### src/rtl/hsi_encoder_if.sv
// Byte-input handshake for the HSI encoder: the producer drives a byte with its
// end-of-message flag, the encoder answers with din_rdy while its FIFO has room.
interface hsi_encoder_if;
  logic [7:0] din;
  logic       din_vld;
  logic       din_last;
  logic       din_rdy;

  modport master (
    output din,
    output din_vld,
    output din_last,
    input  din_rdy
  );

  modport slave (
    input  din,
    input  din_vld,
    input  din_last,
    output din_rdy
  );
endinterface

### src/rtl/hsi_encoder.sv
// HSI serial encoder: buffers bytes in a 4-deep FIFO and sends each as an
// 11-slot frame (start, 8 data, odd parity, stop), 8 line ticks per slot.
// Frames of one message go out back-to-back; every message (or an underrun)
// is followed by a 16-tick idle-high gap before the next message may start.
module hsi_encoder #(
  parameter string ML_FST = "LSB"   // "LSB": d0 first, "MSB": d7 first
) (
  input  logic         clk,
  input  logic         n_rst,
  input  logic         clk_en,
  hsi_encoder_if.slave byte_if,
  output logic         q,
  output logic         busy,
  output logic         tx_done,
  output logic         underrun
);

  localparam bit MSB_FIRST = (ML_FST == "MSB");

  typedef enum logic [2:0] {
    IDLE,
    START,
    DATA,
    PARITY,
    STOP,
    GAP
  } state_t;

  // ---------------------------------------------------------------------------
  // Input FIFO: 4 words of {last, data}; runs on every clk, not gated by clk_en
  // ---------------------------------------------------------------------------
  logic [8:0] mem [4];
  logic [1:0] wr_ptr;
  logic [1:0] rd_ptr;
  logic [2:0] count;
  logic       fifo_full;
  logic       fifo_empty;
  logic       push;
  logic       pop;
  logic [8:0] head;

  assign fifo_full       = (count == 3'd4);
  assign fifo_empty      = (count == 3'd0);
  assign byte_if.din_rdy = ~fifo_full;
  assign push            = byte_if.din_vld & ~fifo_full;
  assign head            = mem[rd_ptr];

  // Store accepted bytes.
  // NOTE: the storage array is deliberately not reset; an entry is only read
  // after it has been written, and only the pointers/count define emptiness.
  always_ff @(posedge clk) begin
    if (push) begin
      mem[wr_ptr] <= {byte_if.din_last, byte_if.din};
    end
  end

  // Pointer and occupancy bookkeeping; push and pop together leave count alone.
  always_ff @(posedge clk or negedge n_rst) begin
    if (!n_rst) begin
      wr_ptr <= 2'd0;
      rd_ptr <= 2'd0;
      count  <= 3'd0;
    end else begin
      if (push) wr_ptr <= wr_ptr + 2'd1;
      if (pop)  rd_ptr <= rd_ptr + 2'd1;
      case ({push, pop})
        2'b10:   count <= count + 3'd1;
        2'b01:   count <= count - 3'd1;
        default: count <= count;
      endcase
    end
  end

  // ---------------------------------------------------------------------------
  // Serializer FSM
  // ---------------------------------------------------------------------------
  state_t     state,    state_n;
  logic [2:0] tick_cnt, tick_n;   // tick within the current bit slot
  logic [2:0] bit_idx,  idx_n;    // data bit being sent
  logic [3:0] gap_cnt,  gap_n;    // ticks spent in the post-message gap
  logic [7:0] data_r,   data_n;
  logic       last_r,   last_n;
  logic       q_r,      q_n;
  logic       done_n;
  logic       unr_n;
  logic       slot_end;

  assign slot_end = (tick_cnt == 3'd7);
  assign q        = q_r;
  assign busy     = (state != IDLE);

  // Pick data bit i in line order.
  function automatic logic sel_bit(input logic [7:0] d, input logic [2:0] i);
    return MSB_FIRST ? d[3'd7 - i] : d[i];
  endfunction

  // Next-state and next-output logic; everything holds unless clk_en ticks.
  always_comb begin
    // NOTE: every signal written here gets its default first, so no branch can
    // leave one unassigned and infer a latch.
    state_n = state;
    tick_n  = tick_cnt;
    idx_n   = bit_idx;
    gap_n   = gap_cnt;
    data_n  = data_r;
    last_n  = last_r;
    q_n     = q_r;
    pop     = 1'b0;
    done_n  = 1'b0;
    unr_n   = 1'b0;

    if (clk_en) begin
      unique case (state)
        IDLE: begin
          if (!fifo_empty) begin
            pop     = 1'b1;
            data_n  = head[7:0];
            last_n  = head[8];
            tick_n  = 3'd0;
            q_n     = 1'b0;
            state_n = START;
          end
        end
        START: begin
          tick_n = tick_cnt + 3'd1;
          if (slot_end) begin
            idx_n   = 3'd0;
            q_n     = sel_bit(data_r, 3'd0);
            state_n = DATA;
          end
        end
        DATA: begin
          tick_n = tick_cnt + 3'd1;
          if (slot_end) begin
            if (bit_idx == 3'd7) begin
              q_n     = ~^data_r;
              state_n = PARITY;
            end else begin
              idx_n = bit_idx + 3'd1;
              q_n   = sel_bit(data_r, bit_idx + 3'd1);
            end
          end
        end
        PARITY: begin
          tick_n = tick_cnt + 3'd1;
          if (slot_end) begin
            q_n     = 1'b1;
            state_n = STOP;
          end
        end
        STOP: begin
          tick_n = tick_cnt + 3'd1;
          if (slot_end) begin
            if (!last_r && !fifo_empty) begin
              // Next byte of the same message: start bit follows stop at once.
              pop     = 1'b1;
              data_n  = head[7:0];
              last_n  = head[8];
              q_n     = 1'b0;
              state_n = START;
            end else begin
              gap_n   = 4'd0;
              q_n     = 1'b1;
              unr_n   = ~last_r;
              state_n = GAP;
            end
          end
        end
        GAP: begin
          gap_n = gap_cnt + 4'd1;
          if (gap_cnt == 4'd15) begin
            done_n  = 1'b1;
            state_n = IDLE;
          end
        end
        default: begin
          q_n     = 1'b1;
          state_n = IDLE;
        end
      endcase
    end
  end

  // State, counters, line register and event pulses.
  // NOTE: sequential state uses non-blocking assignments so every register
  // samples pre-edge values regardless of statement order.
  always_ff @(posedge clk or negedge n_rst) begin
    if (!n_rst) begin
      state    <= IDLE;
      tick_cnt <= 3'd0;
      bit_idx  <= 3'd0;
      gap_cnt  <= 4'd0;
      data_r   <= 8'd0;
      last_r   <= 1'b0;
      q_r      <= 1'b1;
      tx_done  <= 1'b0;
      underrun <= 1'b0;
    end else begin
      state    <= state_n;
      tick_cnt <= tick_n;
      bit_idx  <= idx_n;
      gap_cnt  <= gap_n;
      data_r   <= data_n;
      last_r   <= last_n;
      q_r      <= q_n;
      tx_done  <= done_n;
      underrun <= unr_n;
    end
  end

endmodule

### src/flat_wrapper.sv
// flat-port wrapper written by rule: the top's interface ports become plain ports
module hsi_encoder_flat 
#(
  parameter string ML_FST = "   "                                      
)
  (clk, n_rst, clk_en, q, busy, tx_done, underrun, byte_if_din, byte_if_din_vld, byte_if_din_last, byte_if_din_rdy);
  hsi_encoder_if byte_if_i ();
  input  logic clk;
  input  logic n_rst;
  input  logic clk_en;
  output logic q;
  output logic busy;
  output logic tx_done;
  output logic underrun;
  input wire logic [$bits(byte_if_i.din)-1:0] byte_if_din;
  input wire logic [$bits(byte_if_i.din_vld)-1:0] byte_if_din_vld;
  input wire logic [$bits(byte_if_i.din_last)-1:0] byte_if_din_last;
  output wire logic [$bits(byte_if_i.din_rdy)-1:0] byte_if_din_rdy;
  assign byte_if_i.din = byte_if_din;
  assign byte_if_i.din_vld = byte_if_din_vld;
  assign byte_if_i.din_last = byte_if_din_last;
  assign byte_if_din_rdy = byte_if_i.din_rdy;
  hsi_encoder #(.ML_FST(ML_FST)) u_core (.clk(clk), .n_rst(n_rst), .clk_en(clk_en), .byte_if(byte_if_i), .q(q), .busy(busy), .tx_done(tx_done), .underrun(underrun));
endmodule
### config.mk
export PLATFORM = sky130hd
export DESIGN_NAME = hsi_encoder_flat
export DESIGN_NICKNAME = d
export VERILOG_FILES = /design/src/rtl/hsi_encoder_if.sv /design/src/rtl/hsi_encoder.sv /design/src/flat_wrapper.sv
export SDC_FILE = /design/constraint.sdc
export NUM_CORES = 1
export LEC_CHECK = 0
export CAP_MARGIN = 25
export CORE_ASPECT_RATIO = 1.5
export CORE_MARGIN = 5
export CORE_UTILIZATION = 50
export CTS_CLUSTER_DIAMETER = 50
export DETAILED_ROUTE_END_ITERATION = 10
export GPL_ROUTABILITY_DRIVEN = 0
export GPL_TIMING_DRIVEN = 0
export PLACE_DENSITY = 0.7
export SYNTH_ARGS = -nofsm -noshare
export SYNTH_HDL_FRONTEND = slang
export SYNTH_SLANG_ARGS = --single-unit
### constraint.sdc
create_clock -name clk -period 2.9 [get_ports clk]
set_clock_uncertainty 0.05 [all_clocks]
set_input_delay 0.58 -clock clk [delete_from_list [all_inputs] [get_ports clk]]
set_output_delay 0.58 -clock clk [all_outputs]
set_load 0.05 [all_outputs]
==> results.toml <==
[finish]
fill_cells = 502
syn2layout_area_growth_pct = 16.0
drive_above_1_share = 0.167
nets = 277
n_antenna_cell = 0
finalInstanceArea_sq_um = 3650

[place]
io_buffers = 17
place_area_sq_um = 3410
dp_hpwl_um = 3740
dp_slack_ns = -0.125

[grt]
grt_usage = 0.157
grt_first_pass_wirelength_um = 9300
gr-total-overflow = 0
antenna_found_initial = 0
grt_max_degree = 33
grt_pass1_vias = 1957

[clocking]
clock_latency_ns = 0.33
cts_htree_levels = 3
post_cts.repair.setup_buffers = 0
clk_pin_slew_ns = 0.08
cts_tree = "built"
cts_sinks = 68
cts-root-buf = "clkbuf_8"
cts_buffers = 9
clockBufferDepth = 2

[floorplan]
rows = 35
pin_count = 18
die_w_um = 74.8
start_util = 0.514
die_h_um = 107
die_area_sq_um = 8020
core_area_sq_um = 6130

[power_and_ir_drop]
peakVddDrop_mv = 0.714
p_leak_nw = 1.39
powerDensity_nw_per_um2 = 1020

[routing]
via_per_inst = 5.59
drc = 0
drt-total-wl_um = 5370
vias = 1855
drtAntennaViolNets = 0
routedWlPerCell_um = 16.2
drtPass1Iterations = 4
drt_iter0_markers = 138

[worst_setup_path]
crit_path_max_incr_delay_ns = 0.44
crit_required_ns = 3.11
reg2reg_slack_ns = 0.16
critPathMaxFanout = 10
cpLargestDelayFamily = "adder cells"
path_class = "flop to flop"
crit_slowest_cell = "dfrtp_1"
rr_worst_depth = 11
worstPathArrival_ns = 2.95
crit_path_end_kind = "flop"
r2r-start = "u_core.tick_cnt[0]"
cp_cell_sequence = "ha_1 > ha_2 > a21oi_1 > nor3_2 > buf_4 > ha_1 > inv_1 > fa_1 > xor2_1 > nor2_1 > xor2_1"
critPathBufInv = 2
timing.rr.end = "u_core.count[2]"
start_kind = "flop"

[sta]
final.setup.worst_slack_ns = 0.162
tightest_slew_ns = 0.841
fin_hold_ws_ns = 0.252
final_max_slew_viol_count = 0
relSlewSlack = 0.440
finalSetupTns_ns = 0
fin_crit_ns = 2.74
max_freq_mhz = 365
finalCritPeriodShare = 0.944
rsz0062_at_grt = "no"
hold_viol_final = 0
setup_viol = 0

[run]
maxCapViolCount = 0

[min_path]
hp-class = "primary input to async pin"

[synth]
synth_edf_count = 36
synthCells = 225
syn_area_sq_um = 3150
postSynth.asyncResetShare = 0.471
synth_nets = 249
seq_area_frac_synth = 0.598
synth_top_area_share = 0.343
synthTopCellsByArea = "edfxtp_1 34%, dfrtp_1 25%, mux4_2 7.2%"
synth_seq_cells = 68
synth_warnings = 0
synth_top_area_cell = "edfxtp_1"
synthFlopType = "edfxtp_1"
synth_area_per_cell_sq_um = 14.0
synth.distinct_cells = 48

[outcome]
status = "completed"
[metrics by stage]
stage	total power, W	cells	utilization
finish	0.00372	332	0.596
global placement	0.00280	316	0.557
detailed placement	0.00283	316	0.556
global route	0.00399	332	0.596
CTS	0.00377	332	0.596
floorplan	0.00252	225	-
[logic make-up after synthesis]
kind of cell    Yosys count  synth area share
fa+ha+maj                11            0.0461
buf+inv                  20            0.0278
xor+xnor                 15            0.0417
flops                    68             0.598
compound gates           35            0.0866
mux                      21             0.110
simple gates             55            0.0898
[cells in the final DEF, fill, tap and decap left out, types with 10 or more instances in the layout]
cell type,count
edfxtp_1,36
dfrtp_1,31
clkdlybuf4s50_1,16
nand2_1,14
o21ai_0,13
inv_1,11
nor2_1,10
xnor2_1,10
mux4_2,10
[state kept, by name (all words and copies together), names as in the netlist]
name,cells
u_core.mem,36
u_core.q,1
u_core.wr_ptr,2
u_core.count,3
u_core.bit_idx,3
u_core.tx_done,1
u_core.state,3
u_core.gap_cnt,4
u_core.tick_cnt,3
u_core.last_r,1
u_core.underrun,1
u_core.data_r,8
u_core.rd_ptr,2
[per-layer routing]
metal	share of wire	vias to the layer above	global-route usage
met2	0.54	26	0.275
li1	-	900	-
met4	0.019	0	0.0649
met1	0.40	921	0.174
met3	0.035	8	0.0432
met5	0	-	0
[Yosys cell counts (3+ instances only)]
cell,n
clkbuf_1,3
nand3_1,6
nor2_1,10
inv_1,11
nand2_1,14
ha_1,10
nor3b_1,5
and3_1,5
dfrtp_1,31
mux2_2,9
mux4_2,10
edfxtp_1,36
xnor2_1,10
o21ai_0,13
xor2_1,5
a21oi_1,4
or3_1,3
nor3_1,3
nor2b_1,3
[report_power, final]
group / internal, W / switching, W / leakage (nW)
combinational: 0.000627 / 0.000675 / 0.545
sequential: 0.00132 / 0.000191 / 0.725
clock: 0.000568 / 0.000349 / 0.117
total: 0.00251 / 0.00121 / 1.39
[worst max-delay path by stage]
stage | startpoint | to | slack, ns | cells past startpoint
after floorplan | u_core.tick_cnt[0] | u_core.count[2] | 0.30 | 11
after global placement | clk_en | u_core.count[2] | -0.11 | 10
after detailed placement | clk_en | u_core.count[2] | -0.12 | 10
after CTS | u_core.tick_cnt[0] | u_core.count[2] | 0.06 | 11
after global routing | u_core.state[1] | busy | 0.003 | 4
final | u_core.tick_cnt[0] | u_core.count[2] | 0.16 | 11
[final cells by class]
| class | instances | area, sq um | share of cell area |
|---|---|---|---|
| clock buffer | 9 | 124 | 0.0339 |
| tap | 74 | 92.6 | 0.0253 |
| inverter | 12 | 45.0 | 0.0123 |
| buffer | 8 | 42.5 | 0.0116 |
| timing repair buffer | 17 | 165 | 0.0452 |
| multi-input combinational | 137 | 1190 | 0.325 |
| clock inverter | 7 | 115 | 0.0315 |
| sequential | 68 | 1880 | 0.515 |
[repair_timing]
action | in CTS | in global routing
resized for setup | 1 | 1
pin swaps | 0 | 0
hold endpoints to repair | 0 | 0
hold buffers | 0 | 0
endpoints found under the setup margin | 1 | 1
Power figures use the tool's default switching activity.
